==> config.mk <==
export PLATFORM = sky130hd
export DESIGN_NAME = fir_interp_x2_flat
export DESIGN_NICKNAME = d
export VERILOG_FILES = /design/src/rtl/fir_interp_pkg.sv /design/src/rtl/fir_interp_x2_if.sv /design/src/rtl/fir_interp_phase_sum.sv /design/src/rtl/fir_interp_x2.sv /design/src/flat_wrapper.sv
export SDC_FILE = /design/constraint.sdc
export NUM_CORES = 1
export LEC_CHECK = 0
export ABC_CLOCK_PERIOD_IN_PS = 5950
export CAP_MARGIN = 20
export CORE_MARGIN = 2
export CORE_UTILIZATION = 45
export DETAILED_ROUTE_END_ITERATION = 8
export GPL_ROUTABILITY_DRIVEN = 0
export PLACE_DENSITY = 0.72
export REMOVE_ABC_BUFFERS = 1
export SETUP_SLACK_MARGIN = 0.02
export SYNTH_ARGS = -nofsm -noshare
export SYNTH_HDL_FRONTEND = slang
export SYNTH_SLANG_ARGS = --single-unit
==> constraint.sdc <==
create_clock -name clk -period 5.95 [get_ports clk]
set_clock_uncertainty 0.2 [all_clocks]
set_input_delay 0.8925 -clock clk [delete_from_list [all_inputs] [get_ports clk]]
set_output_delay 0.8925 -clock clk [all_outputs]
set_load 0.01 [all_outputs]
==> src/rtl/fir_interp_pkg.sv <==
// Shared constants, state encoding and saturation helper for the 2x interpolating FIR.
// Optional rounding is selected with FIR_INTERP_ROUND_EN (see fir_interp_phase_sum).
package fir_interp_pkg;

  localparam int N     = 16;
  localparam int CW    = 6;
  localparam int SHIFT = 5;
  localparam int ACC_W = N + CW + 2;

  // Prototype low-pass taps; even phase uses H2/H4/H6(/H8), odd phase H1/H3/H5/H7.
  localparam logic [CW-1:0] H0 = 6'd0;
  localparam logic [CW-1:0] H1 = 6'd1;
  localparam logic [CW-1:0] H2 = 6'd7;
  localparam logic [CW-1:0] H3 = 6'd15;
  localparam logic [CW-1:0] H4 = 6'd19;
  localparam logic [CW-1:0] H5 = 6'd15;
  localparam logic [CW-1:0] H6 = 6'd7;
  localparam logic [CW-1:0] H7 = 6'd1;
  localparam logic [CW-1:0] H8 = 6'd0;

  localparam logic signed [ACC_W-1:0] SAT_MAX = {{(ACC_W-N+1){1'b0}}, {(N-1){1'b1}}};
  localparam logic signed [ACC_W-1:0] SAT_MIN = {{(ACC_W-N+1){1'b1}}, {(N-1){1'b0}}};

  typedef enum logic [1:0] {
    IDLE = 2'd0,
    PH0  = 2'd1,
    PH1  = 2'd2
  } state_e;

  function automatic logic signed [N-1:0] saturate(input logic signed [ACC_W-1:0] v);
    logic signed [N-1:0] r;
    if (v > SAT_MAX)      r = SAT_MAX[N-1:0];
    else if (v < SAT_MIN) r = SAT_MIN[N-1:0];
    else                  r = v[N-1:0];
    return r;
  endfunction

endpackage

==> src/rtl/fir_interp_x2_if.sv <==
// Sample stream bundle for fir_interp_x2: input handshake, output handshake, FSM debug view.
// Handshakes: a word moves when valid & ready are both 1 on a rising edge; a held valid word never changes until taken.
interface fir_interp_x2_if;
  import fir_interp_pkg::*;

  logic                in_valid;
  logic                in_ready;
  logic signed [N-1:0] data_in;
  logic                out_valid;
  logic                out_ready;
  logic signed [N-1:0] data_out;
  state_e              dbg_state;

  modport slave (
    input  in_valid, data_in, out_ready,
    output in_ready, out_valid, data_out, dbg_state
  );

  modport master (
    output in_valid, data_in, out_ready,
    input  in_ready, out_valid, data_out, dbg_state
  );

endinterface

==> src/rtl/fir_interp_phase_sum.sv <==
// Combinational polyphase sum for one output phase, then scale, optional round, saturate.
// FIR_INTERP_ROUND_EN adds half an LSB before the arithmetic shift (round half up).
module fir_interp_phase_sum
  import fir_interp_pkg::*;
(
  input  logic signed [N-1:0] r0,
  input  logic signed [N-1:0] r1,
  input  logic signed [N-1:0] r2,
  input  logic signed [N-1:0] r3,
  input  logic                odd,
  output logic signed [N-1:0] y
);

  function automatic logic signed [ACC_W-1:0] tap(input logic signed [N-1:0] x,
                                                  input logic [CW-1:0] h);
    logic signed [ACC_W-1:0] xe;
    logic signed [ACC_W-1:0] he;
    xe = {{(ACC_W-N){x[N-1]}}, x};
    he = {{(ACC_W-CW){1'b0}}, h};
    return xe * he;
  endfunction

  logic signed [ACC_W-1:0] even_acc;
  logic signed [ACC_W-1:0] odd_acc;
  logic signed [ACC_W-1:0] acc;
  logic signed [ACC_W-1:0] acc_r;
  logic signed [ACC_W-1:0] scaled;

`ifdef FIR_INTERP_ROUND_EN
  localparam logic signed [ACC_W-1:0] ROUND_BIAS = ACC_W'(1) << (SHIFT - 1);
`endif

  // H0 would weight the not-yet-accepted sample and is zero, so it has no term.
  always_comb begin
    even_acc = tap(r0, H2) + tap(r1, H4) + tap(r2, H6) + tap(r3, H8);
    odd_acc  = tap(r0, H1) + tap(r1, H3) + tap(r2, H5) + tap(r3, H7);
    acc      = odd ? odd_acc : even_acc;
`ifdef FIR_INTERP_ROUND_EN
    acc_r    = acc + ROUND_BIAS;
`else
    acc_r    = acc;
`endif
    scaled   = acc_r >>> SHIFT;
    y        = saturate(scaled);
  end

endmodule

==> src/rtl/fir_interp_x2.sv <==
// 2x interpolating polyphase FIR: one input sample yields an even then an odd output sample.
// Build option FIR_INTERP_ROUND_EN selects round-half-up scaling instead of floor.
module fir_interp_x2
  import fir_interp_pkg::*;
(
  input  logic              clk,
  input  logic              reset,
  fir_interp_x2_if.slave    bus
);

  state_e              state_q, state_d;
  logic signed [N-1:0] r0_q, r0_d;
  logic signed [N-1:0] r1_q, r1_d;
  logic signed [N-1:0] r2_q, r2_d;
  logic signed [N-1:0] r3_q, r3_d;
  logic signed [N-1:0] dout_q, dout_d;

  logic                in_ready_c;
  logic                accept;
  logic                odd_sel;
  logic signed [N-1:0] phase_y;

  // On accept the registers still hold pre-shift history (even phase); in PH0 they hold post-shift history (odd phase).
  fir_interp_phase_sum u_phase_sum (
    .r0  (r0_q),
    .r1  (r1_q),
    .r2  (r2_q),
    .r3  (r3_q),
    .odd (odd_sel),
    .y   (phase_y)
  );

  always_comb begin
    state_d    = state_q;
    r0_d       = r0_q;
    r1_d       = r1_q;
    r2_d       = r2_q;
    r3_d       = r3_q;
    dout_d     = dout_q;
    in_ready_c = (state_q == IDLE) || ((state_q == PH1) && bus.out_ready);
    accept     = bus.in_valid && in_ready_c;
    odd_sel    = (state_q == PH0);

    case (state_q)
      IDLE: ;
      PH0: begin
        if (bus.out_ready) begin
          dout_d  = phase_y;
          state_d = PH1;
        end
      end
      PH1: begin
        if (bus.out_ready && !bus.in_valid) state_d = IDLE;
      end
      default: state_d = IDLE;
    endcase

    if (accept) begin
      dout_d  = phase_y;
      r0_d    = bus.data_in;
      r1_d    = r0_q;
      r2_d    = r1_q;
      r3_d    = r2_q;
      state_d = PH0;
    end
  end

  always_ff @(posedge clk) begin
    if (reset) begin
      state_q <= IDLE;
      r0_q    <= '0;
      r1_q    <= '0;
      r2_q    <= '0;
      r3_q    <= '0;
      dout_q  <= '0;
    end else begin
      state_q <= state_d;
      r0_q    <= r0_d;
      r1_q    <= r1_d;
      r2_q    <= r2_d;
      r3_q    <= r3_d;
      dout_q  <= dout_d;
    end
  end

  assign bus.in_ready  = in_ready_c;
  assign bus.out_valid = (state_q != IDLE);
  assign bus.data_out  = dout_q;
  assign bus.dbg_state = state_q;

endmodule

==> src/flat_wrapper.sv <==
// flat-port wrapper written by rule: the top's interface ports become plain ports
module fir_interp_x2_flat import fir_interp_pkg::*;
  (clk, reset, bus_in_valid, bus_data_in, bus_out_ready, bus_in_ready, bus_out_valid, bus_data_out, bus_dbg_state);
  fir_interp_x2_if bus_i ();
  input  logic clk;
  input  logic reset;
  input wire logic [$bits(bus_i.in_valid)-1:0] bus_in_valid;
  input wire logic [$bits(bus_i.data_in)-1:0] bus_data_in;
  input wire logic [$bits(bus_i.out_ready)-1:0] bus_out_ready;
  output wire logic [$bits(bus_i.in_ready)-1:0] bus_in_ready;
  output wire logic [$bits(bus_i.out_valid)-1:0] bus_out_valid;
  output wire logic [$bits(bus_i.data_out)-1:0] bus_data_out;
  output wire logic [$bits(bus_i.dbg_state)-1:0] bus_dbg_state;
  assign bus_i.in_valid = bus_in_valid;
  assign bus_i.data_in = bus_data_in;
  assign bus_i.out_ready = bus_out_ready;
  assign bus_in_ready = bus_i.in_ready;
  assign bus_out_valid = bus_i.out_valid;
  assign bus_data_out = bus_i.data_out;
  assign bus_dbg_state = bus_i.dbg_state;
  fir_interp_x2 u_core (.clk(clk), .reset(reset), .bus(bus_i));
endmodule
==> results.cfg <==
[status]
status = finished with violations
violations = setup timing

[route]
viasPerCell = 4.97
wire_per_inst_um = 15.5
drtAntennaViolNets = 0
routed_wl_um = 29800
first_pass_iters = 4
drc = 0
via_count = 9564
drtIter0Drc = 435

[clock_tree]
clock_path_buffers = 2
cts_root_buffer = clkbuf_16
postCtsHoldBufs = 0
clk_latency_ns = 0.37
cts_tree = yes
cts.sinks = 82
numCtsBuffers = 9
htreeDepth = 3
clk_pin_slew_ns = 0.07

[global_routing]
grt_pass1_vias = 10300
grt_antenna_before_repair = 0
grt_first_pass_wirelength_um = 49900
grt_usage_pct = 21.6
grt_max_degree = 84
overflow = 0

[sta]
worstMarginPinSlew_ns = 1.02
fmax_mhz = 168
hold_slack_ns = 0.261
setup_violations = 1
rsz0062_at_grt = yes
final_max_slew_viol_count = 0
period_share_pct = 100
setup_slack_ns = -0.00977
maxSlewHeadroom_pct = 32.1
finalHoldViolations = 0
fin_crit_ns = 5.96

[synth]
syn_inst = 1385
synth_area_per_cell_sq_um = 9.08
synth_edf_count = 0
ys_seq_elements = 82
ys_types = 58
synth_area_sq_um = 12600
yosysSeqAreaShare_pct = 13.1
synth_warnings = 0
synth_flop_cell = dfxtp_1
ys_async_sr_fraction_pct = 0

[critical_path]
critPathMaxFanout = 6
path_class = reg -> reg
crit_path_end_kind = flop
worst_ep_arrival_time_ns = 6.02
crit_required_ns = 6.01
r2r_setup_slack_ns = -0.01
critical_path.startpoint_type = flop

[power]
p_total_mw = 2.48
p_leak_nw = 7.78
peakVddDrop_mv = 0.138
powerDensity_nw_per_um2 = 162

[floorplanning]
ioPinCount = 40
die_h_um = 171
start_util_pct = 45.5
dieArea_sq_um = 29300
num_rows = 61
die_w_um = 171
core_area_sq_um = 27600

[cells_and_area]
fin_area_sq_um = 15300
n_fill_cell = 2366
finalNonFillerCells = 1924
drive_gt1_share_pct = 18.5
seq_area_sq_um = 1690
antenna_cells = 0
area_delta_synth_final_pct = 21.7
nets = 1937
multiInputGateArea_sq_um = 9900

[job]
drv_cap = 0

[placed_design]
post_dp_cell_area_sq_um = 14300
hpwl_um = 23900
dp_slack_ns = -0.230
place_inst = 1900
port_buffers = 39

[worst_hold_path]
hold_path.class = reg -> reg
-- sequential cells by signal (all words and copies together) (netlist names) --
signal and cells:
u_core.bus.data_out 16, u_core.bus.dbg_state 2, u_core.r0_q 16, u_core.r1_q 16, u_core.r2_q 16, u_core.r3_q 16
-- through the flow --
step	util [%]	setup TNS, ns
6_report	55.4	-0.00977
5_1_grt	55.4	-2.31
4_1_cts	53.7	-0.00427
3_5_place_dp	51.7	-2.90
3_3_place_gp	51.7	-0.500
2_1_floorplan	-	-1.57
-- layout make-up --
| cell class | count | area share [%] |
|---|---|---|
| sequential | 82 | 11.0 |
| timing repair buffer | 178 | 9.80 |
| multi-input combinational | 893 | 64.7 |
| tap | 378 | 3.09 |
| clock buffer | 10 | 1.50 |
| clock inverter | 6 | 0.589 |
| inverter | 377 | 9.25 |
-- what timing repair did --
action / CTS / global route
setup endpoints to repair: 15 / 15
setup buffers: 3 / 3
cloned: 0 / 1
gates resized for setup: 52 / 86
pin swaps: 17 / 42
-- layout by cell type (no fill, tap or decap), types with 4 or more instances in the layout --
cell type	n
a211oi_1	8
a211oi_2	10
a211oi_4	4
a21o_1	17
a21oi_1	93
a21oi_2	6
buf_4	129
buf_6	8
clkbuf_16	10
clkdlybuf4s50_1	38
dfxtp_1	58
dfxtp_2	17
dfxtp_4	7
fa_1	232
fa_2	5
ha_1	119
ha_4	17
inv_1	364
inv_2	13
nand2_1	152
nand2b_1	9
nand3_1	9
nor2_1	51
nor3_1	6
o211ai_1	4
o21a_1	4
o21ai_0	14
o21ai_1	6
o21ai_2	7
o21bai_1	4
o22ai_1	5
xnor2_1	20
xor2_1	17
-- path summary, 6_finish.rpt --
| path | from | endpoint | depth (start not counted) |
|---|---|---|---|
| hold reg to reg | u_core.bus.data_out[15]$_SDFFE_PP0P_ | u_core.bus.data_out[15]$_SDFFE_PP0P_ | 2 |
| setup / recovery | u_core.r2_q[8]$_SDFFE_PP0P_ | u_core.bus.data_out[13]$_SDFFE_PP0P_ | 21 |
| setup reg to reg | u_core.r2_q[8]$_SDFFE_PP0P_ | u_core.bus.data_out[13]$_SDFFE_PP0P_ | 21 |
| hold / removal | u_core.bus.data_out[15]$_SDFFE_PP0P_ | u_core.bus.data_out[15]$_SDFFE_PP0P_ | 2 |
-- Yosys cell counts (3+ instances only) --
master | instances | area, sq um
nand3_1 | 11 | 55.1
o21bai_1 | 4 | 30.0
nand4_1 | 3 | 18.8
buf_1 | 3 | 11.3
o21ai_0 | 15 | 75.1
ha_1 | 139 | 1740
clkbuf_1 | 25 | 93.8
o22ai_1 | 9 | 56.3
a211oi_2 | 9 | 113
mux2i_1 | 3 | 30.0
a211oi_1 | 13 | 97.6
a21o_1 | 17 | 128
inv_1 | 377 | 1420
o211ai_1 | 4 | 30.0
nand2_1 | 155 | 582
o21a_1 | 4 | 30.0
a21oi_1 | 100 | 500
nor3_1 | 9 | 45.0
xor2_1 | 17 | 149
xnor2_1 | 20 | 175
nor2_1 | 56 | 210
fa_1 | 237 | 4740
dfxtp_1 | 82 | 1640
nand2b_1 | 9 | 56.3
o21ai_1 | 14 | 70.1
o31ai_1 | 5 | 37.5
-- per-layer routing --
layer / vias up / global-route usage [%] / wire length [um]
met1: 4794 / 26.4 / 12500
met3: 60 / 2.52 / 794
met5: - / 0 / 0
met2: 160 / 40.4 / 15800
li1: 4550 / - / -
met4: 0 / 5.49 / 774
-- critical path, stage by stage, from the launching register on --
cell and delay [ns]:
dfxtp_2 0.36, buf_4 0.18, fa_1 0.57, fa_1 0.47
fa_1 0.51, fa_1 0.49, inv_1 0.05, fa_1 0.53
inv_1 0.06, ha_1 0.31, nand3_1 0.13, nor3_2 0.19
buf_4 0.14, nor4_4 0.04, buf_4 0.17, a21o_2 0.21
mux2i_2 0.17, nor3_4 0.31, a41o_4 0.32, buf_6 0.11
nor2_2 0.03, o41ai_1 0.30
-- report_power, final --
group          total, mW  internal [mW]  switching, mW
registers          0.611          0.581         0.0295
clock network      0.637          0.370          0.267
logic               1.23          0.565          0.669
total               2.48           1.52          0.965
-- cell families after synthesis --
group | after synthesis | share of synthesized area (%)
compound gates | 215 | 11.1
fa+ha+maj | 376 | 51.6
flops | 82 | 13.1
buf+inv | 410 | 12.4
simple gates | 262 | 9.03
xor+xnor | 37 | 2.58
mux | 3 | 0.239
Power figures use the tool's default switching activity.
